`src/rtl/alu_pkg.sv`:
```
// Shared types for the ALU operand sequencer: FSM state codes and operation selects.
package alu_pkg;

    localparam int N_MIN = 3;

    typedef enum logic [2:0] {
        S_A    = 3'd0,
        S_B    = 3'd1,
        S_OP   = 3'd2,
        S_EXEC = 3'd3,
        S_SHOW = 3'd4
    } seq_state_t;

    typedef enum logic [2:0] {
        AND     = 3'b000,
        OR      = 3'b001,
        XOR     = 3'b010,
        SHIFT_R = 3'b011,
        SHIFT_L = 3'b100,
        CIRC    = 3'b101
    } alu_op_t;

    // Codes 110 and 111 have no operation of their own and behave as AND.
    function automatic alu_op_t decode_op(input logic [2:0] code);
        alu_op_t op;
        case (code)
            3'b000:  op = AND;
            3'b001:  op = OR;
            3'b010:  op = XOR;
            3'b011:  op = SHIFT_R;
            3'b100:  op = SHIFT_L;
            3'b101:  op = CIRC;
            default: op = AND;
        endcase
        return op;
    endfunction

endpackage

```
`src/rtl/alu_operand_sequencer_if.sv`:
```
// Operand/result bundle between the sequencer (master) and the combinational logic mux (slave).
interface alu_operand_sequencer_if #(
    parameter int N = 4
);
    logic [N-1:0] A;
    logic [N-1:0] B;
    logic [2:0]   s;
    logic         issue;
    logic [N-1:0] result_in;

    modport master (
        output A,
        output B,
        output s,
        output issue,
        input  result_in
    );

    modport slave (
        input  A,
        input  B,
        input  s,
        input  issue,
        output result_in
    );
endinterface

```
`src/rtl/edge_detect.sv`:
```
// Registered rising-edge detector; RST_VAL=1 suppresses a false edge for a level held through reset.
module edge_detect #(
    parameter logic RST_VAL = 1'b1
) (
    input  logic clk,
    input  logic rst_n,
    input  logic level,
    output logic rise
);
    logic level_q;

    always_ff @(posedge clk) begin
        if (!rst_n) begin
            level_q <= RST_VAL;
        end else begin
            level_q <= level;
        end
    end

    assign rise = level & ~level_q;

endmodule

```
`src/rtl/alu_operand_sequencer.sv`:
```
// Loads A, B and the op select from the switch bus one press at a time, then captures the mux result.
// Optional result flags built only when ALU_FLAGS_EN is defined.
//
// state  | meaning
// S_A    | waiting for operand A press
// S_B    | waiting for operand B press
// S_OP   | waiting for operation select press
// S_EXEC | operands committed, issue pulse, mux settling
// S_SHOW | result held; a press starts the next sequence with A
module alu_operand_sequencer
    import alu_pkg::*;
#(
    parameter int N = 4
) (
    input  logic                      clk,
    input  logic                      rst_n,
    input  logic [N-1:0]              sw_in,
    input  logic                      load,
    input  logic                      clear,
    alu_operand_sequencer_if.master   mux,
    output logic [N-1:0]              result_q,
    output logic                      result_valid,
    output logic                      flag_z,
    output logic                      flag_p,
    output logic [2:0]                state
);

    if (N < N_MIN) begin : g_bad_n
        $error("alu_operand_sequencer: N must be at least 3");
    end

    seq_state_t   state_q;
    seq_state_t   state_d;
    logic         load_edge;
    logic         load_a;
    logic         load_b;
    logic         load_s;
    logic         capture;
    logic         drop_valid;
    logic         abort;
    logic [N-1:0] a_q;
    logic [N-1:0] b_q;
    logic [2:0]   s_q;
    logic         valid_q;
    logic [N-1:0] res_q;

    edge_detect #(
        .RST_VAL (1'b1)
    ) u_load_edge (
        .clk   (clk),
        .rst_n (rst_n),
        .level (load),
        .rise  (load_edge)
    );

    always_ff @(posedge clk) begin
        if (!rst_n) begin
            state_q <= S_A;
        end else begin
            state_q <= state_d;
        end
    end

    always_comb begin
        state_d    = state_q;
        load_a     = 1'b0;
        load_b     = 1'b0;
        load_s     = 1'b0;
        capture    = 1'b0;
        drop_valid = 1'b0;
        abort      = 1'b0;
        if (clear) begin
            // Clear swallows any load edge arriving in the same cycle.
            abort   = 1'b1;
            state_d = S_A;
        end else begin
            case (state_q)
                S_A: begin
                    if (load_edge) begin
                        load_a  = 1'b1;
                        state_d = S_B;
                    end
                end
                S_B: begin
                    if (load_edge) begin
                        load_b  = 1'b1;
                        state_d = S_OP;
                    end
                end
                S_OP: begin
                    if (load_edge) begin
                        load_s  = 1'b1;
                        state_d = S_EXEC;
                    end
                end
                S_EXEC: begin
                    capture = 1'b1;
                    state_d = S_SHOW;
                end
                S_SHOW: begin
                    if (load_edge) begin
                        load_a     = 1'b1;
                        drop_valid = 1'b1;
                        state_d    = S_B;
                    end
                end
                default: begin
                    state_d = S_A;
                end
            endcase
        end
    end

    always_ff @(posedge clk) begin
        if (!rst_n) begin
            a_q     <= '0;
            b_q     <= '0;
            s_q     <= '0;
            valid_q <= 1'b0;
            res_q   <= '0;
        end else if (abort) begin
            // Result register keeps its last value so the LEDs still show it.
            a_q     <= '0;
            b_q     <= '0;
            s_q     <= '0;
            valid_q <= 1'b0;
        end else begin
            if (load_a) begin
                a_q <= sw_in;
            end
            if (load_b) begin
                b_q <= sw_in;
            end
            if (load_s) begin
                s_q <= sw_in[2:0];
            end
            if (capture) begin
                res_q   <= mux.result_in;
                valid_q <= 1'b1;
            end else if (drop_valid) begin
                valid_q <= 1'b0;
            end
        end
    end

`ifdef ALU_FLAGS_EN
    logic z_q;
    logic p_q;

    always_ff @(posedge clk) begin
        if (!rst_n) begin
            z_q <= 1'b0;
            p_q <= 1'b0;
        end else if (abort) begin
            z_q <= 1'b0;
            p_q <= 1'b0;
        end else if (capture) begin
            z_q <= (mux.result_in == '0);
            p_q <= ^mux.result_in;
        end
    end

    assign flag_z = z_q;
    assign flag_p = p_q;
`else
    assign flag_z = 1'b0;
    assign flag_p = 1'b0;
`endif

    assign mux.A        = a_q;
    assign mux.B        = b_q;
    assign mux.s        = s_q;
    assign mux.issue    = (state_q == S_EXEC);
    assign result_q     = res_q;
    assign result_valid = valid_q;
    assign state        = state_q;

endmodule
```
`src/flat_wrapper.sv`:
```
// flat-port wrapper written by rule: the top's interface ports become plain ports
module alu_operand_sequencer_flat import alu_pkg::*;
#(
    parameter int N = 4
)
  (clk, rst_n, sw_in, load, clear, result_q, result_valid, flag_z, flag_p, state, mux_A, mux_B, mux_s, mux_issue, mux_result_in);
  alu_operand_sequencer_if #(.N(N)) mux_i ();
  input  logic clk;
  input  logic rst_n;
  input  logic [N-1:0] sw_in;
  input  logic load;
  input  logic clear;
  output logic [N-1:0] result_q;
  output logic result_valid;
  output logic flag_z;
  output logic flag_p;
  output logic [2:0] state;
  output wire logic [$bits(mux_i.A)-1:0] mux_A;
  output wire logic [$bits(mux_i.B)-1:0] mux_B;
  output wire logic [$bits(mux_i.s)-1:0] mux_s;
  output wire logic [$bits(mux_i.issue)-1:0] mux_issue;
  input wire logic [$bits(mux_i.result_in)-1:0] mux_result_in;
  assign mux_A = mux_i.A;
  assign mux_B = mux_i.B;
  assign mux_s = mux_i.s;
  assign mux_issue = mux_i.issue;
  assign mux_i.result_in = mux_result_in;
  alu_operand_sequencer #(.N(N)) u_core (.clk(clk), .rst_n(rst_n), .sw_in(sw_in), .load(load), .clear(clear), .mux(mux_i), .result_q(result_q), .result_valid(result_valid), .flag_z(flag_z), .flag_p(flag_p), .state(state));
endmodule
```
`config.mk`:
```
export PLATFORM = sky130hd
export DESIGN_NAME = alu_operand_sequencer_flat
export DESIGN_NICKNAME = d
export VERILOG_FILES = /design/src/rtl/alu_pkg.sv /design/src/rtl/alu_operand_sequencer_if.sv /design/src/rtl/edge_detect.sv /design/src/rtl/alu_operand_sequencer.sv /design/src/flat_wrapper.sv
export SDC_FILE = /design/constraint.sdc
export NUM_CORES = 1
export LEC_CHECK = 0
export ABC_AREA = 1
export CORE_MARGIN = 2
export CORE_UTILIZATION = 44
export CTS_CLUSTER_SIZE = 40
export DETAILED_ROUTE_END_ITERATION = 10
export HOLD_SLACK_MARGIN = 0.03
export PLACE_DENSITY = 0.8
export SETUP_SLACK_MARGIN = 0.3
export SYNTH_ARGS = -nofsm -noshare
export SYNTH_HDL_FRONTEND = slang
export SYNTH_SLANG_ARGS = --single-unit
```
`constraint.sdc`:
```
create_clock -name clk -period 1.6 [get_ports clk]
set_input_delay 0.16 -clock clk [delete_from_list [all_inputs] [get_ports clk]]
set_output_delay 0.16 -clock clk [all_outputs]
set_load 0.005 [all_outputs]
```
==> flow_metrics.tcl, run 1 <==
set metrics [dict create \
    topRoutingLayerUsed "met4" \
    wl_um 1950 \
    skew_ps 1.53 \
    grt_pass1_vias 836 \
    drv_cap 0 \
    power_frac_clock 0.422 \
    grt-ovfl-total 0 \
    viasPerCell 4.66 \
    crit_family "buffers and inverters" \
    final_common_cell "nor2_1" \
    drtIter0Drc 7 \
    status "finished, final reports clean" \
    design_area_um2 1320 \
    multi_input_area_um2 394 \
    cp-end-kind "primary output" \
    firstDrtPassIters 4 \
    die_y_um 47.9 \
    combPwrFrac 0.076 \
    ant_nets 0 \
    synth_cell_types 18 \
    period_needed_ps 1270 \
    hold_depth 3 \
    setup_violations 0 \
    layout_common_cells "nor2_1, nand2_1, dlygate4sd2_1" \
    rrSetupSlack_ps 360 \
    setup_tns_ps 0 \
    swShare 0.208 \
    io_pins 34 \
    nNetsFinal 168 \
    synthToLayoutAreaGrowth_pct 54.9 \
    place_hpwl_um 1320 \
    placed_cell_area_um2 1170 \
    cp-start-kind "flop" \
    hp-start "mux_result_in[0]" \
    slowest_stage "dfxtp_2" \
    syn_inst 113 \
    num_vias 838 \
    clock_latency_ps 310 \
    core_area_um2 1760 \
    fillCellCount 166 \
    critPathMaxFanout 4 \
    dieArea_um2 2300 \
    critPathKind "reg2out" \
    grtUsageTotal 0.202 \
    clkTransAtPathRegs_ps 120 \
    drive_above_1_share 0.310 \
    p_sw_mw 0.207 \
    place_congestion 0.830 \
    maxSlewViolCount 0 \
    r2r_end "u_core.mux.B[0]" \
    hold_path_class "in2reg" \
    avgRoutedWirePerCell_um 10.9 \
    worstPathCellList "buf_4 -> inv_2 -> nand3_4 -> inv_1 -> clkbuf_2" \
    diodes 0 \
    yosys_register_bits 20 \
    drc 0 \
    cts_max_level 1 \
    cts_buffers 3 \
    cts_root_buf "clkbuf_4" \
    critPathArrivalTime_ps 1110 \
    met3_length_um 129 \
    cts_num_sinks 20 \
    fin_crit_sh 0.794 \
    grt_pass1_wl_um 3250 \
    m1WireLength_um 861 \
    p_seq_frac 0.502 \
    antenna_found_initial 0 \
    dr_wl_met2_um 935 \
    rsz0062_at_grt "true" \
    max_freq_mhz 787 \
    p_leak_nw 0.639 \
    rows 15 \
    port_buffers 31 \
    ir_drop_uv 529 \
    hold_violations 0 \
    worst_path_largest_cell_delay_ps 340 \
    ys_seq_area_frac 0.471 \
    regToRegStartpoint "u_core.state[2]" \
    hold_path_end "u_core.result_q[0]" \
    pwr_density_cell_nw_per_um2 757 \
    cts_buffer_depth 2 \
    grt_max_degree 14 \
    start_util 0.482 \
    cts_tree "yes" \
    required_ps 1440 \
    critPathBufInv 4 \
    reg2reg_depth 8 \
    synth_area_um2 850 \
    regArea_um2 429 \
    avgSynthCellArea_um2 7.52 \
    cellInternalPower_mw 0.789 \
    dieWidth_um 47.9 \
    yosysWarningCount 0 \
]
## how the worst max path moves through the flow
stage,startpoint,end,cells past startpoint
global route,u_core.state[2],mux_issue,5
global placement,load,u_core.mux.B[0],8
floorplan,u_core.state[1],u_core.result_q[0],5
detailed placement,load,u_core.mux.B[0],8
finish,u_core.state[2],mux_issue,5
CTS,u_core.state[2],mux_issue,5
## metal layers
metal	vias to the layer above	global-route usage
met2	34	0.376
met1	369	0.216
met3	4	0.0377
li1	431	-
met4	0	0.0919
met5	-	0
## timing repair
action	CTS	global route
gates resized for setup	42	5
buffers inserted	9	0
endpoints found under the hold margin	0	0
setup endpoints to repair	20	7
hold buffers	0	0
pin swaps	0	1
## cells by family (layout without fill, tap and decap cells)
| family | after synthesis | in the layout | share of synthesized area |
|---|---|---|---|
| AOI/OAI and AO/OA | 13 | 13 | 0.0781 |
| buffers and inverters | 18 | 59 | 0.0928 |
| DFF | 20 | 20 | 0.471 |
| other | 1 | 2 | 0.00441 |
| and+or+nand+nor | 61 | 61 | 0.353 |
## area by class of cell
class,count,share of cell area
clock buffer,3,0.0171
sequential,20,0.326
multi-input combinational,76,0.299
timing repair buffer,40,0.268
clock inverter,1,0.0228
tap,25,0.0238
inverter,15,0.0428
## state kept, by name, indices dropped and copies added, names as in the netlist
register and cells:
u_core.mux.B 4, u_core.u_load_edge.level_q 1, u_core.result_q 4, u_core.mux.A 4
u_core.state 3, u_core.result_valid 1, u_core.mux.s 3
## through the flow
step	power [mW]	hold slack [ps]	utilization	std cells	setup slack [ps]
after floorplan	0.552	229	-	114	607
after global placement	0.586	451	0.665	167	232
after detailed placement	0.587	456	0.665	167	194
after CTS	0.995	418	0.740	180	223
after global routing	1.02	424	0.746	180	283
final	0.996	422	0.746	180	329
## Yosys cell counts (all sizes together)
library cell	n	area [µm²]
a31oi	1	6.26
nand4	1	6.26
nand2	20	85.1
conb	1	3.75
buf	3	22.5
nor2	35	164
dfxtp	20	400
a21oi	3	15.0
o21ai	9	45.0
clkinv	1	3.75
inv	14	52.6
nand3	5	45.0
## power groups by stage
| stage | logic (mW) | registers (mW) | clock network, mW |
|---|---|---|---|
| floorplan | 0.0363 | 0.515 | 0 |
| global placement | 0.0707 | 0.515 | 0 |
| detailed placement | 0.0715 | 0.515 | 0 |
| CTS | 0.0741 | 0.500 | 0.421 |
| global route | 0.0838 | 0.501 | 0.439 |
| finish | 0.0760 | 0.500 | 0.420 |
## worst reg2reg max path: cells and delay by family (launching register included)
| kind | cells | cell delay [ps] |
|---|---|---|
| buffers and inverters | 3 | 330 |
| flip-flops | 1 | 340 |
| AND/OR/NAND/NOR | 5 | 470 |
(Power assumes the default switching activity.)
==> run 2: changes to the inputs <==
--- a/config.mk
+++ b/config.mk
@@ -7,11 +7,11 @@
 export LEC_CHECK = 0
 export ABC_AREA = 1
 export CORE_MARGIN = 2
-export CORE_UTILIZATION = 44
+export CORE_UTILIZATION = 41
 export CTS_CLUSTER_SIZE = 40
 export DETAILED_ROUTE_END_ITERATION = 10
 export HOLD_SLACK_MARGIN = 0.03
-export PLACE_DENSITY = 0.8
+export PLACE_DENSITY = 0.75
 export SETUP_SLACK_MARGIN = 0.3
 export SYNTH_ARGS = -nofsm -noshare
 export SYNTH_HDL_FRONTEND = slang
==> constraint.sdc (replaced) <==
create_clock -name clk -period 1.22 [get_ports clk]
set_input_delay 0.122 -clock clk [delete_from_list [all_inputs] [get_ports clk]]
set_output_delay 0.122 -clock clk [all_outputs]
set_load 0.005 [all_outputs]
==> flow_metrics.tcl, run 2 (synthesis results as in run 1) <==
set metrics [dict create \
    pwr_density_cell_nw_per_um2 803 \
    maxSlewViolCount 0 \
    p_sw_mw 0.252 \
    fin_crit_sh 0.895 \
    status "finished, final reports clean" \
    setup_tns_ps 0 \
    diodes 0 \
    grt_pass1_wl_um 3310 \
    firstDrtPassIters 4 \
    required_ps 1430 \
    core_area_um2 1960 \
    ant_nets 0 \
    utilization 0.687 \
    multi_input_area_um2 424 \
    drv_cap 0 \
    pre_cts_slack_ps -181 \
    grt-ovfl-total 0 \
    dieWidth_um 49.5 \
    fillCellCount 177 \
    num_vias 858 \
    wl_um 1970 \
    swShare 0.233 \
    combPwrFrac 0.110 \
    cts_num_sinks 20 \
    regArea_um2 430 \
    ir_drop_uv 898 \
    placed_cell_area_um2 1210 \
    critPathKind "reg2reg" \
    die_y_um 49.5 \
    synthToLayoutAreaGrowth_pct 58.6 \
    layout_common_cells "nor2_1, dfxtp_2, nand2_1" \
    clock_latency_ps 300 \
    critPathArrivalTime_ps 1300 \
    cp-start-kind "flop" \
    final_common_cell "nor2_1" \
    power_frac_clock 0.283 \
    cp-end-kind "flop" \
    cts_max_level 1 \
    place_hpwl_um 1400 \
    port_buffers 31 \
    rsz0062_at_grt "true" \
    setup_violations 0 \
    cts_root_buf "clkbuf_4" \
    clkTransAtPathRegs_ps 110 \
    design_area_um2 1350 \
    max_freq_mhz 916 \
    cts_buffer_depth 2 \
    cts_buffers 3 \
    p_leak_nw 0.603 \
    drc 0 \
    cts_tree "yes" \
    hold_path_class "in2reg" \
    skew_ps 13.1 \
    p_seq_frac 0.607 \
    period_needed_ps 1090 \
    place_congestion 0.744 \
    hold_violations 0 \
    setup_ws_ps 128 \
    start_util 0.433 \
    drtIter0Drc 9 \
    hold_buffers 0 \
    nNetsFinal 175 \
    grt_pass1_vias 817 \
    dieArea_um2 2450 \
    rows 16 \
    grt_max_degree 14 \
    grtUsageTotal 0.175 \
    viasPerCell 4.56 \
    antenna_found_initial 0 \
    drive_above_1_share 0.528 \
    critPathMaxFanout 5 \
    cellInternalPower_mw 0.830 \
    io_pins 34 \
    avgRoutedWirePerCell_um 10.5 \
]
run 2: area by class of cell:
cell class	count	area share
tap	27	0.0251
multi-input combinational	76	0.315
sequential	20	0.319
clock buffer	3	0.0167
timing repair buffer	47	0.273
inverter	15	0.0511
run 2: worst max-delay path, cell delays in order (launching register included):
cell and delay, ps:
dfxtp_4 370, buf_6 130, nor2_4 160, nand3_4 130
o21ai_1 150, nor2_1 50
run 2: what timing repair did:
action | CTS | global route
hold endpoints to repair | 0 | 0
buffers inserted | 9 | 3
pin swaps | 12 | 9
endpoints found under the setup margin | 37 | 27
resized for setup | 112 | 15
gates cloned | 0 | 0
run 2: metal layers:
metal,wire length (µm),vias up,global-route usage
met3,119,4,0.0394
met1,804,383,0.184
met5,0,-,0
met4,40,0,0.0972
met2,1000,30,0.318
li1,-,441,-
run 2: worst paths after layout:
check,depth (start not counted),from,slack (ps),endpoint
worst min register to register,2,u_core.result_valid,470,u_core.result_valid
worst max register to register,5,u_core.state[0],130,u_core.mux.A[0]
worst max-delay path,5,u_core.state[0],130,u_core.mux.A[0]
worst min-delay path,3,mux_result_in[0],400,u_core.result_q[0]
run 2: per-stage QoR:
step                instances  hold WS (ps)  power, mW
finish                    188           405       1.08
global route              188           403       1.15
CTS                       185           397       1.08
detailed placement        173           461      0.778
global placement          173           451      0.776
floorplan                 114           191      0.724
run 2: power groups by stage:
stage	clock network (mW)	registers, mW	logic [mW]
after detailed placement	0	0.676	0.102
after floorplan	0	0.676	0.0476
final	0.307	0.656	0.119
after CTS	0.309	0.656	0.109
after global placement	0	0.676	0.0999
after global routing	0.358	0.657	0.131
==> run 3: changes to the inputs <==
--- a/config.mk
+++ b/config.mk
@@ -12,7 +12,7 @@
 export DETAILED_ROUTE_END_ITERATION = 10
 export HOLD_SLACK_MARGIN = 0.03
 export PLACE_DENSITY = 0.75
-export SETUP_SLACK_MARGIN = 0.3
+export SETUP_SLACK_MARGIN = 0.4
 export SYNTH_ARGS = -nofsm -noshare
 export SYNTH_HDL_FRONTEND = slang
 export SYNTH_SLANG_ARGS = --single-unit
==> flow_metrics.tcl, run 3 (synthesis results as in run 1) <==
set metrics [dict create \
    wl_um 2200 \
    firstDrtPassIters 4 \
    max_freq_mhz 841 \
    clkTransAtPathRegs_ps 130 \
    hold_path_class "in2reg" \
    drv_cap 0 \
    cp-startpoint "u_core.state[2]" \
    grtUsageTotal 0.186 \
    placed_cell_area_um2 1240 \
    num_vias 899 \
    r2r_end "u_core.result_q[2]" \
    final_common_cell "nor2_1" \
    place_hpwl_um 1290 \
    pwr_density_cell_nw_per_um2 851 \
    critPathKind "reg2out" \
    cp-start-kind "flop" \
    rows 16 \
    reg2reg_depth 8 \
    status "finished, final reports clean" \
    drive_above_1_share 0.562 \
    drc 0 \
    utilization 0.764 \
    start_util 0.433 \
    cp-end-kind "primary output" \
    dieArea_um2 2450 \
    cts_root_buf "clkbuf_4" \
    place_congestion 0.728 \
    setup_ws_ps 31.5 \
    cts_tree "yes" \
    cts_buffer_depth 2 \
    cts_max_level 1 \
    core_area_um2 1960 \
    required_ps 1100 \
    period_needed_ps 1190 \
    layout_common_cells "nor2_1, dfxtp_2, nand2_1, buf_6, buf_4" \
    ir_drop_uv 612 \
    fillCellCount 139 \
    fin_crit_sh 0.974 \
    diodes 0 \
    io_pins 34 \
    viasPerCell 4.59 \
    clock_latency_ps 310 \
    hold_depth 3 \
    port_buffers 31 \
    synthToLayoutAreaGrowth_pct 76.4 \
    skew_ps 0.624 \
    dieWidth_um 49.5 \
    design_area_um2 1500 \
    cts_num_sinks 20 \
    cts_buffers 3 \
    die_y_um 49.5 \
    regToRegStartpoint "u_core.state[2]" \
    drtIter0Drc 8 \
    rrSetupSlack_ps 60 \
    grt_pass1_wl_um 3570 \
    rsz0062_at_grt "true" \
    p_leak_nw 0.662 \
    pre_cts_slack_ps -146 \
    antenna_found_initial 0 \
    critPathArrivalTime_ps 1070 \
    setup_violations 0 \
    hold_violations 0 \
    ant_nets 0 \
    grt-ovfl-total 0 \
    nNetsFinal 182 \
    avgRoutedWirePerCell_um 11.2 \
    grt_max_degree 14 \
    maxSlewViolCount 0 \
    finalHoldWorstSlack_ps 372 \
    p_total_mw 1.28 \
    cp-endpoint "mux_issue" \
    critPathMaxFanout 2 \
    grt_pass1_vias 841 \
]
## run 3: cell count changes in the layout (fill, tap and decap cells not counted), sizes merged
cell / delta
dlygate4sd2: +1
clkdlybuf4s15: -1
buf: +8
## run 3: through the flow
stage	std cells	setup TNS (ps)
2_1_floorplan	114	0
3_3_place_gp	175	-831
3_5_place_dp	175	-1190
4_1_cts	191	0
5_1_grt	196	-3.54
6_report	196	0
## run 3: cell type report
class	instances	area [µm²]	area share
Timing Repair Buffer	54	468	0.312
Multi-Input combinational cell	76	453	0.302
Sequential cell	20	430	0.287
Inverter	15	66.3	0.0442
Clock buffer	4	47.5	0.0317
Tap cell	27	33.8	0.0225
## run 3: power by group
part,switching (mW),internal (mW)
logic,0.0632,0.0701
registers,0.00297,0.654
clock network,0.235,0.250
total,0.301,0.974
## run 3: per-layer routing
| metal | up-vias | share of wire | track usage | wire (µm) |
|---|---|---|---|---|
| met5 | - | 0 | 0 | 0 |
| met1 | 416 | 0.44 | 0.215 | 966 |
| li1 | 456 | - | - | - |
| met4 | 0 | 0.017 | 0.0787 | 38 |
| met3 | 5 | 0.040 | 0.0364 | 89 |
| met2 | 22 | 0.50 | 0.329 | 1100 |
## run 3: timing repair
item	4_1_cts	5_1_grt
pin swaps	10	7
gates resized for setup	121	13
gates cloned	0	0
hold buffers	0	0
buffers inserted	12	5
endpoints found under the setup margin	39	39
## run 3: worst min-delay path by stage
stage                        startpoint                          to  slack, ps
global placement    u_core.result_valid         u_core.result_valid        450
floorplan                         rst_n  u_core.u_load_edge.level_q        190
detailed placement  u_core.result_valid         u_core.result_valid        450
CTS                    mux_result_in[3]          u_core.result_q[3]        380
global route           mux_result_in[0]          u_core.result_q[0]        380
finish                 mux_result_in[3]          u_core.result_q[3]        370
## run 3: worst max-delay path, stage by stage, from the launching register on
cell and delay, ps:
dfxtp_2 350, buf_6 110, inv_4 60, nand3_4 70, inv_2 50, buf_2 100
